--- src/rtl/rs_issue_select_if.sv ---
// Bundle of the reservation-station side and execute-latch side signals of rs_issue_select.
// master drives the stations and the functional-unit status; slave is the selector itself.
interface rs_issue_select_if #(
  parameter int NUM_RS     = 4,
  parameter int ROBsize    = 8,
  parameter int ROBsizeLog = $clog2(ROBsize + 1)
);
  logic [NUM_RS-1:0]            rsReady_i;
  logic [NUM_RS-1:0]            rsBusy_i;
  logic [NUM_RS*64-1:0]         rsVal1_i;
  logic [NUM_RS*64-1:0]         rsVal2_i;
  logic [NUM_RS*10-1:0]         rsCommands_i;
  logic [NUM_RS*ROBsizeLog-1:0] rsTag_i;
  logic                         fuStall_i;
  logic                         flush_i;
  logic [NUM_RS-1:0]            rsStall_o;
  logic                         execValid_o;
  logic [63:0]                  execVal1_o;
  logic [63:0]                  execVal2_o;
  logic [9:0]                   execCommands_o;
  logic [ROBsizeLog-1:0]        execTag_o;
  logic [$clog2(NUM_RS)-1:0]    execSrc_o;
  logic [$clog2(NUM_RS+1)-1:0]  busyCount_o;

  modport master (
    output rsReady_i, rsBusy_i, rsVal1_i, rsVal2_i, rsCommands_i, rsTag_i,
    output fuStall_i, flush_i,
    input  rsStall_o, execValid_o, execVal1_o, execVal2_o, execCommands_o,
    input  execTag_o, execSrc_o, busyCount_o
  );

  modport slave (
    input  rsReady_i, rsBusy_i, rsVal1_i, rsVal2_i, rsCommands_i, rsTag_i,
    input  fuStall_i, flush_i,
    output rsStall_o, execValid_o, execVal1_o, execVal2_o, execCommands_o,
    output execTag_o, execSrc_o, busyCount_o
  );
endinterface

--- src/rtl/rs_issue_select.sv ---
// Round-robin issue selector: grants one ready reservation station per cycle and
// captures its operands into a one-entry execute latch that holds under FU back-pressure.
module rs_issue_select #(
  parameter int NUM_RS     = 4,
  parameter int ROBsize    = 8,
  parameter int ROBsizeLog = $clog2(ROBsize + 1)
) (
  input  logic              clk_i,
  input  logic              reset_i,
  rs_issue_select_if.slave  bus
);
  localparam int PTR_W = $clog2(NUM_RS);
  localparam int CNT_W = $clog2(NUM_RS + 1);

  logic                  r_exec_valid;
  logic [63:0]           r_exec_val1;
  logic [63:0]           r_exec_val2;
  logic [9:0]            r_exec_cmd;
  logic [ROBsizeLog-1:0] r_exec_tag;
  logic [PTR_W-1:0]      r_exec_src;
  logic [CNT_W-1:0]      r_busy_count;
  logic [PTR_W-1:0]      r_rr_ptr;

  logic                  w_can_accept;
  logic                  w_grant;
  logic [PTR_W-1:0]      w_grant_idx;
  logic [NUM_RS-1:0]     w_grant_oh;
  logic [63:0]           w_sel_val1;
  logic [63:0]           w_sel_val2;
  logic [9:0]            w_sel_cmd;
  logic [ROBsizeLog-1:0] w_sel_tag;

  // Station index (base + off) modulo NUM_RS, valid for off < NUM_RS.
  function automatic logic [PTR_W-1:0] wrap_add(input logic [PTR_W-1:0] base, input int off);
    int s;
    s = int'(base) + off;
    s = (s >= NUM_RS) ? (s - NUM_RS) : s;
    return s[PTR_W-1:0];
  endfunction

  function automatic logic [CNT_W-1:0] popcount(input logic [NUM_RS-1:0] v);
    logic [CNT_W-1:0] cnt;
    cnt = '0;
    for (int k = 0; k < NUM_RS; k++) begin
      cnt = cnt + CNT_W'(v[k]);
    end
    return cnt;
  endfunction

  assign w_can_accept = ~r_exec_valid | ~bus.fuStall_i;
  // Reset gating keeps every station stalled while the selector is held in reset.
  assign w_grant      = reset_i & w_can_accept & ~bus.flush_i & (|bus.rsReady_i);

  // Circular priority search: scanning downward lets the candidate nearest rrPtr win.
  always_comb begin
    w_grant_idx = r_rr_ptr;
    for (int i = NUM_RS - 1; i >= 0; i--) begin
      w_grant_idx = bus.rsReady_i[wrap_add(r_rr_ptr, i)] ? wrap_add(r_rr_ptr, i) : w_grant_idx;
    end
  end

  // One-hot grant vector and AND-OR operand mux of the granted station.
  always_comb begin
    w_grant_oh = '0;
    w_sel_val1 = '0;
    w_sel_val2 = '0;
    w_sel_cmd  = '0;
    w_sel_tag  = '0;
    for (int k = 0; k < NUM_RS; k++) begin
      w_grant_oh[k] = w_grant & (w_grant_idx == PTR_W'(k));
      w_sel_val1    = w_sel_val1 | ({64{w_grant_oh[k]}} & bus.rsVal1_i[64*k +: 64]);
      w_sel_val2    = w_sel_val2 | ({64{w_grant_oh[k]}} & bus.rsVal2_i[64*k +: 64]);
      w_sel_cmd     = w_sel_cmd  | ({10{w_grant_oh[k]}} & bus.rsCommands_i[10*k +: 10]);
      w_sel_tag     = w_sel_tag  | ({ROBsizeLog{w_grant_oh[k]}} & bus.rsTag_i[ROBsizeLog*k +: ROBsizeLog]);
    end
  end

  // Execute latch, round-robin pointer and busy-count registers.
  always_ff @(posedge clk_i or negedge reset_i) begin
    if (!reset_i) begin
      r_exec_valid <= 1'b0;
      r_exec_val1  <= 64'd0;
      r_exec_val2  <= 64'd0;
      r_exec_cmd   <= 10'd0;
      r_exec_tag   <= '0;
      r_exec_src   <= '0;
      r_busy_count <= '0;
      r_rr_ptr     <= '0;
    end else begin
      r_busy_count <= popcount(bus.rsBusy_i);
      if (bus.flush_i) begin
        r_exec_valid <= 1'b0;
      end else if (w_grant) begin
        r_exec_valid <= 1'b1;
        r_exec_val1  <= w_sel_val1;
        r_exec_val2  <= w_sel_val2;
        r_exec_cmd   <= w_sel_cmd;
        r_exec_tag   <= w_sel_tag;
        r_exec_src   <= w_grant_idx;
        r_rr_ptr     <= wrap_add(w_grant_idx, 1);
      end else if (w_can_accept) begin
        r_exec_valid <= 1'b0;
      end else begin
        r_exec_valid <= r_exec_valid;
      end
    end
  end

  assign bus.rsStall_o      = ~w_grant_oh;
  assign bus.execValid_o    = r_exec_valid;
  assign bus.execVal1_o     = r_exec_val1;
  assign bus.execVal2_o     = r_exec_val2;
  assign bus.execCommands_o = r_exec_cmd;
  assign bus.execTag_o      = r_exec_tag;
  assign bus.execSrc_o      = r_exec_src;
  assign bus.busyCount_o    = r_busy_count;
endmodule
--- src/flat_wrapper.sv ---
// flat-port wrapper written by rule: the top's interface ports become plain ports
module rs_issue_select_flat 
#(
  parameter int NUM_RS     = 4,
  parameter int ROBsize    = 8,
  parameter int ROBsizeLog = $clog2(ROBsize + 1)
)
  (clk_i, reset_i, bus_rsReady_i, bus_rsBusy_i, bus_rsVal1_i, bus_rsVal2_i, bus_rsCommands_i, bus_rsTag_i, bus_fuStall_i, bus_flush_i, bus_rsStall_o, bus_execValid_o, bus_execVal1_o, bus_execVal2_o, bus_execCommands_o, bus_execTag_o, bus_execSrc_o, bus_busyCount_o);
  rs_issue_select_if #(.NUM_RS(NUM_RS), .ROBsize(ROBsize), .ROBsizeLog(ROBsizeLog)) bus_i ();
  input  logic clk_i;
  input  logic reset_i;
  input wire logic [$bits(bus_i.rsReady_i)-1:0] bus_rsReady_i;
  input wire logic [$bits(bus_i.rsBusy_i)-1:0] bus_rsBusy_i;
  input wire logic [$bits(bus_i.rsVal1_i)-1:0] bus_rsVal1_i;
  input wire logic [$bits(bus_i.rsVal2_i)-1:0] bus_rsVal2_i;
  input wire logic [$bits(bus_i.rsCommands_i)-1:0] bus_rsCommands_i;
  input wire logic [$bits(bus_i.rsTag_i)-1:0] bus_rsTag_i;
  input wire logic [$bits(bus_i.fuStall_i)-1:0] bus_fuStall_i;
  input wire logic [$bits(bus_i.flush_i)-1:0] bus_flush_i;
  output wire logic [$bits(bus_i.rsStall_o)-1:0] bus_rsStall_o;
  output wire logic [$bits(bus_i.execValid_o)-1:0] bus_execValid_o;
  output wire logic [$bits(bus_i.execVal1_o)-1:0] bus_execVal1_o;
  output wire logic [$bits(bus_i.execVal2_o)-1:0] bus_execVal2_o;
  output wire logic [$bits(bus_i.execCommands_o)-1:0] bus_execCommands_o;
  output wire logic [$bits(bus_i.execTag_o)-1:0] bus_execTag_o;
  output wire logic [$bits(bus_i.execSrc_o)-1:0] bus_execSrc_o;
  output wire logic [$bits(bus_i.busyCount_o)-1:0] bus_busyCount_o;
  assign bus_i.rsReady_i = bus_rsReady_i;
  assign bus_i.rsBusy_i = bus_rsBusy_i;
  assign bus_i.rsVal1_i = bus_rsVal1_i;
  assign bus_i.rsVal2_i = bus_rsVal2_i;
  assign bus_i.rsCommands_i = bus_rsCommands_i;
  assign bus_i.rsTag_i = bus_rsTag_i;
  assign bus_i.fuStall_i = bus_fuStall_i;
  assign bus_i.flush_i = bus_flush_i;
  assign bus_rsStall_o = bus_i.rsStall_o;
  assign bus_execValid_o = bus_i.execValid_o;
  assign bus_execVal1_o = bus_i.execVal1_o;
  assign bus_execVal2_o = bus_i.execVal2_o;
  assign bus_execCommands_o = bus_i.execCommands_o;
  assign bus_execTag_o = bus_i.execTag_o;
  assign bus_execSrc_o = bus_i.execSrc_o;
  assign bus_busyCount_o = bus_i.busyCount_o;
  rs_issue_select #(.NUM_RS(NUM_RS), .ROBsize(ROBsize), .ROBsizeLog(ROBsizeLog)) u_core (.clk_i(clk_i), .reset_i(reset_i), .bus(bus_i));
endmodule
--- config.mk ---
export PLATFORM = sky130hd
export DESIGN_NAME = rs_issue_select_flat
export DESIGN_NICKNAME = d
export VERILOG_FILES = /design/src/rtl/rs_issue_select_if.sv /design/src/rtl/rs_issue_select.sv /design/src/flat_wrapper.sv
export SDC_FILE = /design/constraint.sdc
export NUM_CORES = 1
export LEC_CHECK = 0
export CAP_MARGIN = 20
export CORE_AREA = 2 2 284 286
export CTS_CLUSTER_SIZE = 25
export DETAILED_ROUTE_END_ITERATION = 8
export DIE_AREA = 0 0 286 288
export PLACE_DENSITY = 0.38
export SYNTH_ARGS = -nofsm -noshare
export SYNTH_HDL_FRONTEND = slang
export SYNTH_SLANG_ARGS = --single-unit
--- constraint.sdc ---
create_clock -name clk_i -period 4.1 [get_ports clk_i]
set_clock_uncertainty 0.15 [all_clocks]
set_input_delay 0.615 -clock clk_i [delete_from_list [all_inputs] [get_ports clk_i]]
set_output_delay 0.615 -clock clk_i [all_outputs]
set_load 0.05 [all_outputs]
# --- Word level (Yosys, flattened, before mapping) ---
# Index checks and enable logic that the tools add are counted.
word_totals:
  reg_bits: 150
  input_bits: 580
  output_inout_bits: 152
  word_cells: 96
classes:
  addsub: 12
  magnitude_cmp: 9
  eq_ne: 3
  muxes: 20
  bitwise: 40
  n_reduce_logical: 4
ops:
  columns: ["op", "n"]
  rows:
  - ["$and 64x64->64", 8]
  - ["$or 64x64->64", 6]
  - ["$and 10x10->10", 4]
  - ["$or 10x10->10", 3]
  - ["$mux 2", 9]
  - ["$and 4x4->4", 4]
  - ["$ge 3x3->1 const B", 4]
  - ["$lt 2x3->1 const B", 4]
  - ["$or 4x4->4", 3]
  - ["$sub 2x1->2 const B", 5]
  - ["$bmux 1 s2", 4]
  - ["$and 1x1->1", 7]
  - ["$mux 1", 7]
  - ["$add 2x1->3 const B", 2]
  - ["$add 2x2->3 const B", 2]
  - ["$add 3x1->3", 2]
  - ["$eq 2x2->1 const B", 2]
  - ["$not 4->4", 1]
  - ["$reduce_or 4->1", 1]
  - ["$ge 2x3->1 const B", 1]
  - ["$not 1->1", 3]
  - ["$reduce_bool 3->1", 1]
  - ["$add 1x1->2", 1]
  - ["$eq 2x1->1 const B", 1]
  - ["other kinds (3)", 3]

# --- Longest topological paths before layout ---
logic_depth:
  depth_word: 15
  mapped_depth: 12
  depth_no_buf: 8

# --- Worst setup path before layout ---
# No wires, ideal clock.
synth_path:
  kind: "input port to output port"
  startpoint: "input bus_rsReady_i[2]"
  endpoint: "output bus_rsStall_o[2]"
  arrival_ns: 2.489
  t_required_ns: 3.335
  path_slack_ns: 0.846
  stages: 9
  n_path_buf: 4
  path_cell_list: "clkbuf_1 -> clkbuf_1 -> a21oi_1 -> o211a_1 -> inv_1 -> ha_1 -> clkbuf_1 -> clkbuf_1 -> nand2_1"
synth_via:
  elab_chain_cells: 9
synth_rtl:
  columns: ["item", "line_no", "source"]
  rows:
  - ["start: declaration", "flat_wrapper.sv:12", "input wire logic [$bits(bus_i.rsReady_i)-1:0] bus_rsReady_i;"]
  - ["$bmux 1 s2", "rs_issue_select.sv:58", "w_grant_idx = bus.rsReady_i[wrap_add(r_rr_ptr, i)] ? wrap_add(r_rr_ptr, i) : w_grant_idx;"]
  - ["$mux 1 (not written as such)", "rs_issue_select.sv:58", null]
  - ["$mux 2 (4 in a row)", "rs_issue_select.sv:58", null]
  - ["$eq 2x2->1", "rs_issue_select.sv:70", "w_grant_oh[k] = w_grant & (w_grant_idx == PTR_W'(k));"]
  - ["$and 1x1->1 (*)", "rs_issue_select.sv:70", null]
  - ["$not 4->4 (*)", "rs_issue_select.sv:109", "assign bus.rsStall_o = ~w_grant_oh;"]
  - ["end: declaration", "flat_wrapper.sv:20", "output wire logic [$bits(bus_i.rsStall_o)-1:0] bus_rsStall_o;"]
# Mark *: on every way between the ends. The rest lies on a longest branch, timed or not. The select of a mux whose other input is x is not followed.

# --- Worst setup path in the final report ---
layout_path:
  startpoint: "input bus_rsReady_i[0]"
  endpoint: "output bus_rsStall_o[2]"
# Same word-level chain as after synthesis.

==> Flow_metrics.wiki <==
{| class="wikitable"
! Metric !! Value
|-
| Result of the run || finished with violations
|-
| Failing checks || design-rule violations
|-
| Max-slew violation count || 0
|-
| Xor-xnor portion of the synthesized cell area || 0%
|-
| Via count of the first global-routing pass || 13.88k
|-
| Cell with the largest stage delay on the worst path || sky130_fd_sc_hd__clkdlybuf4s50_1
|-
| Area of the core || 79640 um2
|-
| Layout Area Growth over Synthesis || 86.47%
|-
| Initial DRT Pass Iterations || 9
|-
| Simple-Gate Fraction of Synth Area || 6.366%
|-
| Normalized max-slew margin || 36.50%
|-
| Cell variety after synth || 37
|-
| Ratio of final minimum period to clock period || 87.20%
|-
| Routed via count divided by cell count || 4.563
|-
| Slew at the pin with the worst max-slew slack || 0.9525 ns
|-
| Routability Congestion || 0.8315
|-
| Cell area after placement || 19080 um2
|-
| Peak per-stage delay on the critical path || 0.66 ns
|-
| Initial Utilization || 13.25%
|-
| Layout cell share with drive strength beyond 1 || 5.342%
|-
| Part of the Yosys area used for sequential elements || 35.56%
|-
| Die area || 82370 um2
|-
| Longest Clk Path Bufs || 2
|-
| Achievable Freq || 279.7 MHz
|-
| Crit path DAT || 2.81 ns
|-
| Row count || 104
|-
| Mux share of post-synthesis cell area || 0.1067%
|-
| DPL Wire Length || 51560 um
|-
| Max-cap violations || 0
|-
| Chip Width || 286 um
|-
| Adder-Cell Fraction of Synth Area || 0.6638%
|-
| Number of post-CTS setup repair buffers || 0
|-
| Number of H-tree levels || 4
|-
| Worst setup path class || input pin to primary output
|-
| Worst Hold Class || flip-flop to flip-flop
|-
| Combined area of all synthesized cells || 10560 um2
|-
| Net count of the finished layout || 2444
|-
| Leak Pwr || 7.425 nW
|-
| Number of hold buffers added after cts || 1
|-
| Largest net degree at the start of global routing || 144
|-
| Reg2Reg Depth || 10
|-
| Number of cells produced by synthesis || 1215
|-
| Required time of the worst setup path || 3.34 ns
|-
| Clock tree from TritonCTS || built
|-
| Yosys reg bits || 150
|-
| Top fanout value on the critical path || 29
|-
| Final core area utilization || 24.72%
|-
| Ports placed on the boundary || 732
|-
| List of cells traversed by the critical path || clkdlybuf4s50_1 > nor2b_1 > a21oi_1 > o211a_1 > inv_1 > ha_4 > nand2_1 > buf_4
|-
| Clock edge transition at the registers on the reported setup and hold paths || 0.06 ns
|-
| Die span in y || 288 um
|-
| Number of hold violations in the final report || 0
|-
| Worst vdd ir || 0.0003039 V
|-
| Launch instance of the worst register-to-register path || u_core.r_rr_ptr[0]
|-
| Congestion Overflow GR || 0
|-
| Endpoint of the worst register-to-register path || u_core.bus.execVal2_o[47]
|-
| Total power divided by cell area || 567.4 nW/um2
|-
| Final cell area excluding filler cells || 19680 um2
|-
| Clk_lat worst skew || 0.48 ns
|-
| Total number of vias || 13.38k
|-
| Wire length after detailed routing || 68980 um
|-
| Crit path max-delay family || buffers and inverters
|-
| Number of remaining DRC errors || 5
|-
| Average detailed-routed wire length per instance || 23.52 um
|-
| Period minus WS final || 3.575 ns
|-
| Quantity of gates resized following cts || 0
|-
| Kind of launch point of the worst setup path || input pin
|-
| Number of sinks driven by the clock tree || 150
|-
| Global-route wire length before repair || 97370 um
|-
| Setup repair after global routing missed its margin || no
|-
| Min-Delay Endpoint || u_core.bus.execSrc_o[0]
|-
| Number of antenna violations at the first check in global routing || 6
|-
| Net count of the mapped netlist || 1800
|-
| Final TNS setup || 0 ns
|-
| Number of buffer and inverter instances along the worst setup path || 3
|-
| Number of cells on the worst hold path || 1
|-
| Combinational family with the most area after synthesis || compound AO/OA/AOI/OAI gates
|-
| Mean Syn Cell Area || 8.687 um2
|-
| Capturing element type of the critical path || primary output
|-
| Overall routing resource usage || 16.00%
|-
| Endpoints failing setup || 0
|-
| Violation count after the first detailed-routing iteration || 1209
|-
| Clock Tree Root || sky130_fd_sc_hd__clkbuf_16
|-
| Clock buffers created by TritonCTS || 17
|-
| Synthesis warning total || 0
|-
| Antenna Violating Nets Remaining || 0
|-
| Area fraction in compound gates after synthesis || 44.93%
|-
| Launch instance of the worst min-delay path || u_core.bus.execSrc_o[0]
|-
| Count of buffers inserted at the top-level ports || 731
|-
| Flop2flop setup slack || 0.95 ns
|}
state kept, by name, indices dropped and copies added, names as in the netlist:
register	cells
u_core.bus.execValid_o	1
u_core.bus.execCommands_o	10
u_core.bus.execVal1_o	64
u_core.bus.busyCount_o	3
u_core.bus.execSrc_o	2
u_core.bus.execVal2_o	64
u_core.bus.execTag_o	4
u_core.r_rr_ptr	2
worst reg2reg max path, delay by kind of cell (launching register included):
kind                     cells  cell delay (ns)
flip-flops                   1             0.46
AO/OA/AOI/OAI                5             1.42
adder cells (fa/ha/maj)      1             0.30
buffers and inverters        4             0.68
area by class of cell:
type | instances | area (um2)
diodes | 1 | 2.502
clock buffers | 20 | 446.7
clock inverters | 12 | 142.6
fillers | 8712 | 59950
inverters | 147 | 551.8
multi-input cells | 757 | 5572
flip-flops and latches | 150 | 3754
well taps | 1060 | 1326
repair buffers | 786 | 7888
routing by layer:
layer / vias to the layer above / track usage, % / wire (um)
met5: - / 0 / 41
met1: 6527 / 18.13 / 26800
met4: 8 / 5.223 / 1703
met3: 68 / 5.182 / 5650
met2: 632 / 28.27 / 34780
li1: 6147 / - / -
cell usage in the layout (no fill, tap or decap), drive strengths merged, types with 20 or more instances in the layout:
cell             n
dfrtp          150
inv            152
clkdlybuf4s50  725
nor2           145
clkbuf          20
o311a          143
a222oi         142
o211ai         142
a21oi          146
buf             60
cell families after synthesis:
family,Yosys count
AOI/OAI and AO/OA,585
adders and majority gates,5
buffers and inverters,308
DFF,150
muxes,1
and+or+nand+nor,166
worst max-delay path by stage:
stage	start	to	depth (start not counted)
after global routing	bus_rsReady_i[0]	bus_rsStall_o[2]	8
after detailed placement	bus_rsReady_i[0]	u_core.bus.execVal2_o[47]	10
final	bus_rsReady_i[0]	bus_rsStall_o[2]	8
after floorplan	bus_rsReady_i[2]	bus_rsStall_o[2]	9
after CTS	bus_rsReady_i[0]	bus_rsStall_o[2]	8
after global placement	bus_rsReady_i[0]	u_core.bus.execTag_o[2]	10
per-stage QoR:
stage	hold slack [ns]	worst slack (ns)	total power, mW	std cells
6_report	0.3290	0.5249	11.17	2933
3_3_place_gp	0.3205	0.4164	9.531	2899
3_5_place_dp	0.3213	0.2813	9.535	2899
4_1_cts	0.3359	0.4873	11.36	2932
2_1_floorplan	0.1694	0.8465	6.478	1215
5_1_grt	0.3669	0.3719	11.79	2933
cells in the mapped netlist:
master | instances | share of area, %
sky130_fd_sc_hd__dfrtp_1 | 150 | 36
sky130_fd_sc_hd__inv_1 | 147 | 5.2
sky130_fd_sc_hd__a21oi_1 | 146 | 6.9
sky130_fd_sc_hd__nor2_1 | 145 | 5.2
sky130_fd_sc_hd__o311a_1 | 143 | 14
sky130_fd_sc_hd__a222oi_1 | 142 | 13
sky130_fd_sc_hd__o211ai_1 | 142 | 10
sky130_fd_sc_hd__clkbuf_1 | 97 | 3.4
sky130_fd_sc_hd__buf_2 | 50 | 2.4
sky130_fd_sc_hd__buf_6 | 11 | 1.2
sky130_fd_sc_hd__nand2_1 | 7 | 0.25
sky130_fd_sc_hd__ha_1 | 4 | 0.47
sky130_fd_sc_hd__o21ai_0 | 4 | 0.19
sky130_fd_sc_hd__and3_1 | 2 | 0.12
sky130_fd_sc_hd__nand2b_1 | 2 | 0.12
sky130_fd_sc_hd__nor2b_1 | 2 | 0.12
sky130_fd_sc_hd__a21bo_2 | 1 | 0.095
sky130_fd_sc_hd__a21o_1 | 1 | 0.071
sky130_fd_sc_hd__a22o_1 | 1 | 0.083
sky130_fd_sc_hd__and2_1 | 1 | 0.059
sky130_fd_sc_hd__buf_1 | 1 | 0.036
sky130_fd_sc_hd__clkbuf_2 | 1 | 0.047
sky130_fd_sc_hd__clkbuf_4 | 1 | 0.071
sky130_fd_sc_hd__fa_1 | 1 | 0.19
sky130_fd_sc_hd__mux2_1 | 1 | 0.11
sky130_fd_sc_hd__nand2_2 | 1 | 0.059
sky130_fd_sc_hd__nand3_1 | 1 | 0.047
sky130_fd_sc_hd__nand4bb_1 | 1 | 0.11
sky130_fd_sc_hd__nor3b_1 | 1 | 0.071
sky130_fd_sc_hd__o2111a_1 | 1 | 0.11
sky130_fd_sc_hd__o211a_1 | 1 | 0.095
sky130_fd_sc_hd__o22ai_1 | 1 | 0.059
sky130_fd_sc_hd__o2bb2a_1 | 1 | 0.095
sky130_fd_sc_hd__o311ai_0 | 1 | 0.083
sky130_fd_sc_hd__or3b_1 | 1 | 0.083
sky130_fd_sc_hd__or4_1 | 1 | 0.071
sky130_fd_sc_hd__or4_4 | 1 | 0.11
power by group:
| group | switching, mW | internal, mW | total [mW] |
|---|---|---|---|
| Clock | 0.807 | 0.924 | 1.73 |
| Sequential | 0.346 | 2.04 | 2.38 |
| Combinational | 4.48 | 2.58 | 7.06 |
| Total | 5.63 | 5.54 | 11.2 |
Power figures use the tool's default switching activity.
